`src/rtl/apb_interconnect_pkg.sv`:
```
// Shared types and address-map constants for the APB interconnect.
package apb_pkg;

  typedef enum logic [1:0] {
    SLV_NONE,
    SLV_SRAM,
    SLV_UART,
    SLV_SYS
  } slave_e;

  typedef enum logic [1:0] {
    IDLE,
    SETUP,
    ACCESS
  } phase_e;

  localparam int          SRAM_BIT  = 31;
  localparam logic [31:0] UART_BASE = 32'h1000_0000;
  localparam logic [31:0] UART_MASK = 32'hFFFF_F000;
  localparam logic [31:0] SYS_MASK  = 32'hF000_0000;

endpackage

```
`src/rtl/apb_interconnect_if.sv`:
```
// Master-side APB bus bundle between the cpu and the interconnect.
interface apb_if #(
  parameter int ADDR_WIDTH = 32,
  parameter int DATA_WIDTH = 32
) ();

  logic [ADDR_WIDTH-1:0] paddr;
  logic [DATA_WIDTH-1:0] pwdata;
  logic [DATA_WIDTH-1:0] prdata;
  logic                  psel;
  logic                  penable;
  logic                  pwrite;
  logic [3:0]            pstb;
  logic                  pready;
  logic                  perr;

  modport master (
    output paddr, pwdata, psel, penable, pwrite, pstb,
    input  prdata, pready, perr
  );

  modport slave (
    input  paddr, pwdata, psel, penable, pwrite, pstb,
    output prdata, pready, perr
  );

endinterface

```
`src/rtl/apb_interconnect_decoder.sv`:
```
// Combinational address decode: paddr -> target slave.
module apb_decoder
  import apb_pkg::*;
#(
  parameter int ADDR_WIDTH = 32
) (
  input  logic [ADDR_WIDTH-1:0] paddr,
  output slave_e                slave
);

  // SRAM owns the upper half; UART is one 4 KiB page; SYSTEM is the low 256 MiB.
  always_comb begin
    slave = SLV_NONE;
    if (paddr[SRAM_BIT])
      slave = SLV_SRAM;
    else if ((paddr & ADDR_WIDTH'(UART_MASK)) == ADDR_WIDTH'(UART_BASE))
      slave = SLV_UART;
    else if ((paddr & ADDR_WIDTH'(SYS_MASK)) == '0)
      slave = SLV_SYS;
  end

endmodule

```
`src/rtl/apb_interconnect.sv`:
```
// Single-master, three-slave APB interconnect with unmapped, protocol
// violation and access-phase timeout error completions.
module apb_interconnect
  import apb_pkg::*;
#(
  parameter int ADDR_WIDTH     = 32,
  parameter int DATA_WIDTH     = 32,
  parameter int TIMEOUT_CYCLES = 256
) (
  input  logic                  clk,
  input  logic                  rts,
  apb_if.slave                  cpu,
  output logic                  sram_sel,
  output logic                  uart_sel,
  output logic                  sys_sel,
  output logic                  sram_enable,
  output logic                  uart_enable,
  output logic                  sys_enable,
  input  logic [DATA_WIDTH-1:0] sram_rdata,
  input  logic [DATA_WIDTH-1:0] uart_rdata,
  input  logic [DATA_WIDTH-1:0] sys_rdata,
  input  logic                  sram_ready,
  input  logic                  uart_ready,
  input  logic                  sys_ready,
  input  logic                  sram_err,
  input  logic                  uart_err,
  input  logic                  sys_err
);

  localparam int CNT_W = (TIMEOUT_CYCLES > 2) ? $clog2(TIMEOUT_CYCLES) : 1;
  localparam logic [CNT_W-1:0] CNT_LAST = CNT_W'(TIMEOUT_CYCLES - 1);

  slave_e                slave;
  phase_e                state;
  logic [CNT_W-1:0]      cnt;
  logic                  mapped;
  logic                  viol;
  logic                  access_phase;
  logic                  timeout;
  logic [DATA_WIDTH-1:0] s_rdata;
  logic                  s_ready;
  logic                  s_err;
  logic [DATA_WIDTH-1:0] rdata_mux;
  logic                  ready_mux;
  logic                  err_mux;
  logic                  unused_bus;

  apb_decoder #(.ADDR_WIDTH(ADDR_WIDTH)) u_decoder (
    .paddr (cpu.paddr),
    .slave (slave)
  );

  // Write data, strobes and direction are routed outside; they never steer decode.
  assign unused_bus = ^{cpu.pwdata, cpu.pstb, cpu.pwrite};

  assign mapped = (slave != SLV_NONE);
  // Access phase without a preceding setup cycle.
  assign viol = cpu.psel & cpu.penable & (state == IDLE);
  // A legal access phase to a real slave; only these cycles reach a slave enable.
  assign access_phase = cpu.psel & cpu.penable & (state != IDLE) & mapped;
  assign timeout = access_phase & (cnt == CNT_LAST);

  // Reset gating keeps every select/enable low while rts is held, even with psel high.
  assign sram_sel    = rts & cpu.psel & (slave == SLV_SRAM);
  assign uart_sel    = rts & cpu.psel & (slave == SLV_UART);
  assign sys_sel     = rts & cpu.psel & (slave == SLV_SYS);
  assign sram_enable = rts & access_phase & (slave == SLV_SRAM);
  assign uart_enable = rts & access_phase & (slave == SLV_UART);
  assign sys_enable  = rts & access_phase & (slave == SLV_SYS);

  // Pick the decoded slave's response signals.
  always_comb begin
    s_rdata = '0;
    s_ready = 1'b0;
    s_err   = 1'b0;
    case (slave)
      SLV_SRAM: begin s_rdata = sram_rdata; s_ready = sram_ready; s_err = sram_err; end
      SLV_UART: begin s_rdata = uart_rdata; s_ready = uart_ready; s_err = uart_err; end
      SLV_SYS:  begin s_rdata = sys_rdata;  s_ready = sys_ready;  s_err = sys_err;  end
      default:  ;
    endcase
  end

  // Return path: bus-generated errors take priority over the slave's answer.
  always_comb begin
    rdata_mux = '0;
    ready_mux = 1'b0;
    err_mux   = 1'b0;
    if (rts && cpu.psel) begin
      if (viol || timeout) begin
        ready_mux = 1'b1;
        err_mux   = 1'b1;
      end else if (!mapped) begin
        ready_mux = cpu.penable;
        err_mux   = cpu.penable;
      end else begin
        rdata_mux = s_rdata;
        ready_mux = s_ready & cpu.penable;
        err_mux   = s_err & s_ready & cpu.penable;
      end
    end
  end

  assign cpu.prdata = rdata_mux;
  assign cpu.pready = ready_mux;
  assign cpu.perr   = err_mux;

  // Phase tracking and wait-state counter; a completion always returns to IDLE
  // so a following setup cycle is recognised as a fresh transfer.
  always_ff @(posedge clk or negedge rts) begin
    if (!rts) begin
      state <= IDLE;
      cnt   <= '0;
    end else begin
      if (access_phase && !ready_mux)
        cnt <= cnt + 1'b1;
      else
        cnt <= '0;

      if (!cpu.psel) begin
        state <= IDLE;
      end else begin
        case (state)
          IDLE:    if (!cpu.penable) state <= SETUP;
          SETUP:   if (cpu.penable) state <= ready_mux ? IDLE : ACCESS;
          ACCESS: begin
            if (ready_mux)         state <= IDLE;
            else if (!cpu.penable) state <= SETUP;
          end
          default: state <= IDLE;
        endcase
      end
    end
  end

endmodule

```
`src/flat_wrapper.sv`:
```
// flat-port wrapper written by rule: the top's interface ports become plain ports
module apb_interconnect_flat import apb_pkg::*;
#(
  parameter int ADDR_WIDTH     = 32,
  parameter int DATA_WIDTH     = 32,
  parameter int TIMEOUT_CYCLES = 256
)
  (clk, rts, sram_sel, uart_sel, sys_sel, sram_enable, uart_enable, sys_enable, sram_rdata, uart_rdata, sys_rdata, sram_ready, uart_ready, sys_ready, sram_err, uart_err, sys_err, cpu_paddr, cpu_pwdata, cpu_psel, cpu_penable, cpu_pwrite, cpu_pstb, cpu_prdata, cpu_pready, cpu_perr);
  apb_if #(.ADDR_WIDTH(ADDR_WIDTH), .DATA_WIDTH(DATA_WIDTH)) cpu_i ();
  input  logic clk;
  input  logic rts;
  output logic sram_sel;
  output logic uart_sel;
  output logic sys_sel;
  output logic sram_enable;
  output logic uart_enable;
  output logic sys_enable;
  input  logic [DATA_WIDTH-1:0] sram_rdata;
  input  logic [DATA_WIDTH-1:0] uart_rdata;
  input  logic [DATA_WIDTH-1:0] sys_rdata;
  input  logic sram_ready;
  input  logic uart_ready;
  input  logic sys_ready;
  input  logic sram_err;
  input  logic uart_err;
  input  logic sys_err;
  input wire logic [$bits(cpu_i.paddr)-1:0] cpu_paddr;
  input wire logic [$bits(cpu_i.pwdata)-1:0] cpu_pwdata;
  input wire logic [$bits(cpu_i.psel)-1:0] cpu_psel;
  input wire logic [$bits(cpu_i.penable)-1:0] cpu_penable;
  input wire logic [$bits(cpu_i.pwrite)-1:0] cpu_pwrite;
  input wire logic [$bits(cpu_i.pstb)-1:0] cpu_pstb;
  output wire logic [$bits(cpu_i.prdata)-1:0] cpu_prdata;
  output wire logic [$bits(cpu_i.pready)-1:0] cpu_pready;
  output wire logic [$bits(cpu_i.perr)-1:0] cpu_perr;
  assign cpu_i.paddr = cpu_paddr;
  assign cpu_i.pwdata = cpu_pwdata;
  assign cpu_i.psel = cpu_psel;
  assign cpu_i.penable = cpu_penable;
  assign cpu_i.pwrite = cpu_pwrite;
  assign cpu_i.pstb = cpu_pstb;
  assign cpu_prdata = cpu_i.prdata;
  assign cpu_pready = cpu_i.pready;
  assign cpu_perr = cpu_i.perr;
  apb_interconnect #(.ADDR_WIDTH(ADDR_WIDTH), .DATA_WIDTH(DATA_WIDTH), .TIMEOUT_CYCLES(TIMEOUT_CYCLES)) u_core (.clk(clk), .rts(rts), .cpu(cpu_i), .sram_sel(sram_sel), .uart_sel(uart_sel), .sys_sel(sys_sel), .sram_enable(sram_enable), .uart_enable(uart_enable), .sys_enable(sys_enable), .sram_rdata(sram_rdata), .uart_rdata(uart_rdata), .sys_rdata(sys_rdata), .sram_ready(sram_ready), .uart_ready(uart_ready), .sys_ready(sys_ready), .sram_err(sram_err), .uart_err(uart_err), .sys_err(sys_err));
endmodule
```
`config.mk`:
```
export PLATFORM = sky130hd
export DESIGN_NAME = apb_interconnect_flat
export DESIGN_NICKNAME = d
export VERILOG_FILES = /design/src/rtl/apb_interconnect_pkg.sv /design/src/rtl/apb_interconnect_if.sv /design/src/rtl/apb_interconnect_decoder.sv /design/src/rtl/apb_interconnect.sv /design/src/flat_wrapper.sv
export SDC_FILE = /design/constraint.sdc
export NUM_CORES = 1
export LEC_CHECK = 0
export BUFFER_PORTS_ARGS = -buffer_cell sky130_fd_sc_hd__buf_2
export CORE_AREA = 2 2 82 84
export DETAILED_ROUTE_END_ITERATION = 8
export DIE_AREA = 0 0 84 86
export HOLD_SLACK_MARGIN = 0.08
export PLACE_DENSITY = 0.65
export SYNTH_ARGS = -nofsm -noshare
export SYNTH_HDL_FRONTEND = slang
export SYNTH_SLANG_ARGS = --single-unit
```
`constraint.sdc`:
```
create_clock -name clk -period 2 [get_ports clk]
set_input_delay 0.2 -clock clk [delete_from_list [all_inputs] [get_ports clk]]
set_output_delay 0.2 -clock clk [all_outputs]
set_load 0.01 [all_outputs]
```
==> load_flow_metrics.sql <==
INSERT INTO impl_metrics (metric_group, metric, value, unit) VALUES
('run_status', 'run_status', 'finished, final reports clean', ''),
('grt', 'grt_start_max_net_pins', '35', ''),
('power_and_ir_drop', 'comb_power_share', '40.5', '%'),
('die', 'num_io_pins', '215', ''),
('die', 'dieArea', '7220', 'µm²'),
('clock_network', 'tritoncts', 'done', ''),
('grt', 'grt_total_ovfl', '0', ''),
('grt', 'globalRoute.busiestLayer', 'met2', ''),
('logic_synthesis', 'synth-adder-area-share', '0.854', '%'),
('clock_network', 'root_buffer', 'clkbuf_8', ''),
('logic_synthesis', 'synth-simple-area-share', '29.1', '%'),
('routing', 'num_vias', '2184', ''),
('critical_path', 'critPathKind', 'input pin to primary output', ''),
('power_and_ir_drop', 'share_seq_of_total_power', '26.9', '%'),
('sta', 'holdWs', '273', 'ps'),
('clock_network', 'clock_latency', '230', 'ps'),
('logic_synthesis', 'part_of_the_yosys_area_used_for_sequential_elements', '17.1', '%'),
('place', 'buffer_ports.inserted', '165', ''),
('die', 'starting_density', '23.3', '%'),
('grt', 'use_met3', '2.60', '%'),
('logic_synthesis', 'postSynth.asyncResetShare', '100', '%'),
('power_and_ir_drop', 'ir_drop', '0.000139', 'V'),
('logic_synthesis', 'main_combinational_cell_family_by_area_after_synthesis', 'compound AO/OA/AOI/OAI gates', ''),
('power_and_ir_drop', 'p_leak', '1.33', 'nW'),
('power_and_ir_drop', 'cellPowerDensity', '277', 'nW/µm²'),
('place', 'place.gp.congestion', '0.797', ''),
('grt', 'groute.usage.overall', '15.6', '%'),
('die', 'fp.dieH', '86', 'µm'),
('cells_and_area', 'final-instance-count-excl-fill', '449', ''),
('logic_synthesis', 'ys_top_cells_by_area', 'a21oi_2, a22oi_1, dfrtp_1', ''),
('clock_network', 'cts.clk_slew.worst_paths', '50', 'ps'),
('sta', 'finalMaxSlewViolations', '0', ''),
('power_and_ir_drop', 'intPower', '0.542', 'mW'),
('critical_path', 'timing.critical_path.arrival', '1720', 'ps'),
('routing', 'vias_per_cell', '4.86', ''),
('routing', 'avgRoutedWirePerCell', '14.8', 'µm'),
('clock_network', 'cts_sinks', '10', ''),
('logic_synthesis', 'postSynthAreaPerCell', '7.59', 'µm²'),
('logic_synthesis', 'syn_inst', '193', ''),
('cells_and_area', 'area_delta_synth_final', '88.6', '%'),
('logic_synthesis', 'synth_compound_gate_area_share', '43.5', '%'),
('sta', 'min_period', '1920', 'ps'),
('logic_synthesis', 'synth_top_area_cell', 'a21oi_2', ''),
('sta', 'tightestPinTransition', '397', 'ps'),
('critical_path', 'critical_path_required', '1800', 'ps'),
('routing', 'first_pass_iters', '4', ''),
('die', 'die_w', '84', 'µm'),
('place', 'place_inst', '434', ''),
('clock_network', 'clock_tree.buffer_depth', '2', ''),
('grt', 'grt.met2_usage', '27.5', '%'),
('logic_synthesis', 'synth_mux_area_share', '0', '%'),
('logic_synthesis', 'fraction_of_synthesized_cell_area_in_xor_and_xnor_cells', '3.59', '%'),
('cells_and_area', 'insertedDiodeCount', '0', ''),
('critical_path', 'slowest_cell_delay_on_critical_path', '260', 'ps'),
('cells_and_area', 'filler_cell_count', '644', ''),
('sta', 'finalSetupViolCount', '0', ''),
('sta', 'unrepaired_setup_endpoints_after_global_routing', 'true', ''),
('critical_path', 'timing.critical_path.cells', 'buf_2, nor4_4, nand2_1, buf_4, nor3_4, buf_12, clkbuf_16, nand2_1, a21oi_2, buf_2', ''),
('run', 'cap_violations', '0', ''),
('logic_synthesis', 'post_synth_top_area_share', '18.5', '%'),
('logic_synthesis', 'syn-cell-area', '1470', 'µm²'),
('critical_path', 'biggest_fanout_along_the_worst_timing_path', '16', ''),
('grt', 'grt_pass1_wl', '9.34', 'mm'),
('sta', 'maxClockFrequency', '522', 'MHz'),
('logic_synthesis', 'netlist_top_cells_count', 'nand2_1, a22oi_1, a21oi_2, and3_1, dfrtp_1', ''),
('sta', 'fin_skew', '1.03', 'ps'),
('power_and_ir_drop', 'p_total', '0.766', 'mW'),
('place', 'detailedPlacementHpwl', '4.76', 'mm'),
('sta', 'maxSlewHeadroom', '73.5', '%'),
('sta', 'finalHoldViolCount', '0', ''),
('cells_and_area', 'layout.nets', '549', '');
kinds of logic (layout without fill, tap and decap cells):
family / after synthesis / after routing
buffers and inverters: 16 / 195
DFF: 10 / 10
adders and majority gates: 1 / 1
and+or+nand+nor: 83 / 83
AOI/OAI and AO/OA: 77 / 77
xor gates and xnor gates: 6 / 6
power groups by stage:
| stage | logic (mW) | registers (mW) | clock network, mW |
|---|---|---|---|
| 4_1_cts | 0.292 | 0.206 | 0.257 |
| 5_1_grt | 0.341 | 0.206 | 0.265 |
| 2_1_floorplan | 0.114 | 0.209 | 0 |
| 3_5_place_dp | 0.283 | 0.210 | 0 |
| 3_3_place_gp | 0.277 | 0.209 | 0 |
| 6_report | 0.311 | 0.206 | 0.249 |
routing by layer:
layer	share of wire [%]	vias to the layer above
met5	0	-
met4	0.63	0
met3	7.6	4
met2	50	105
met1	42	982
li1	-	1093
flip-flops by register name, summed over array words and instances (netlist names):
| register | flops |
|---|---|
| u_core.cnt | 8 |
| u_core.state | 2 |
area by class of cell:
type                            instances  area (µm²)  share of cell area [%]
Clock buffer                            4        55.1                    1.99
Inverter                                3        11.3                   0.407
Multi-Input combinational cell        167        1190                    43.1
Sequential cell                        10         250                    9.05
Tap cell                               77        96.3                    3.49
Timing Repair Buffer                  188        1160                    41.9
worst register-to-register path: cells and delay by family, from the launching register on:
| kind | cells | cell delay (ps) |
|---|---|---|
| fa+ha+maj | 1 | 220 |
| flops | 1 | 380 |
| compound gates | 1 | 260 |
| buf+inv | 1 | 170 |
| simple gates | 2 | 240 |
worst paths after layout:
check / startpoint / end / slack (ps) / cells past startpoint
min reg2reg: u_core.cnt[0]$_DFF_PN0_ / u_core.cnt[0]$_DFF_PN0_ / 500 / 1
max in group asynchronous: rts / u_core.cnt[0]$_DFF_PN0_ / 1400 / 3
max reg2reg: u_core.cnt[0]$_DFF_PN0_ / u_core.cnt[7]$_DFF_PN0_ / 600 / 5
max: cpu_paddr[24] / cpu_prdata[6] / 80 / 10
min in group asynchronous: rts / u_core.cnt[3]$_DFF_PN0_ / 450 / 3
min: cpu_psel / u_core.state[0]$_DFFE_PN0P_ / 270 / 2
stage by stage:
step | setup WS, ps | util [%] | setup TNS (ps)
6_report | 84.2 | 44.0 | 0
5_1_grt | -16.1 | 44.0 | -109
4_1_cts | 44.3 | 40.6 | 0
3_5_place_dp | 47.7 | 39.0 | 0
3_3_place_gp | 59.9 | 39.0 | 0
2_1_floorplan | 366 | - | 0
what timing repair did:
action | CTS | global route
gates resized for setup | 2 | 15
pin swaps | 2 | 7
setup buffers | 1 | 5
setup endpoints to repair | 32 | 34
hold endpoints to repair | 10 | 0
hold buffers | 1 | 0
cloned | 1 | 3
cell usage in the layout, fill, tap and decap left out, types with 5 or more instances in the layout:
master | Yosys | routed
a21oi_2 | 31 | 30
a22oi_1 | 34 | 34
and3_1 | 11 | 10
buf_2 | 3 | 160
buf_4 | 0 | 13
buf_6 | 3 | 6
dfrtp_1 | 10 | 10
nand2_1 | 37 | 36
nand3_1 | 5 | 5
nor2_1 | 6 | 6
nor3_1 | 9 | 9
Power figures use the tool's default switching activity.
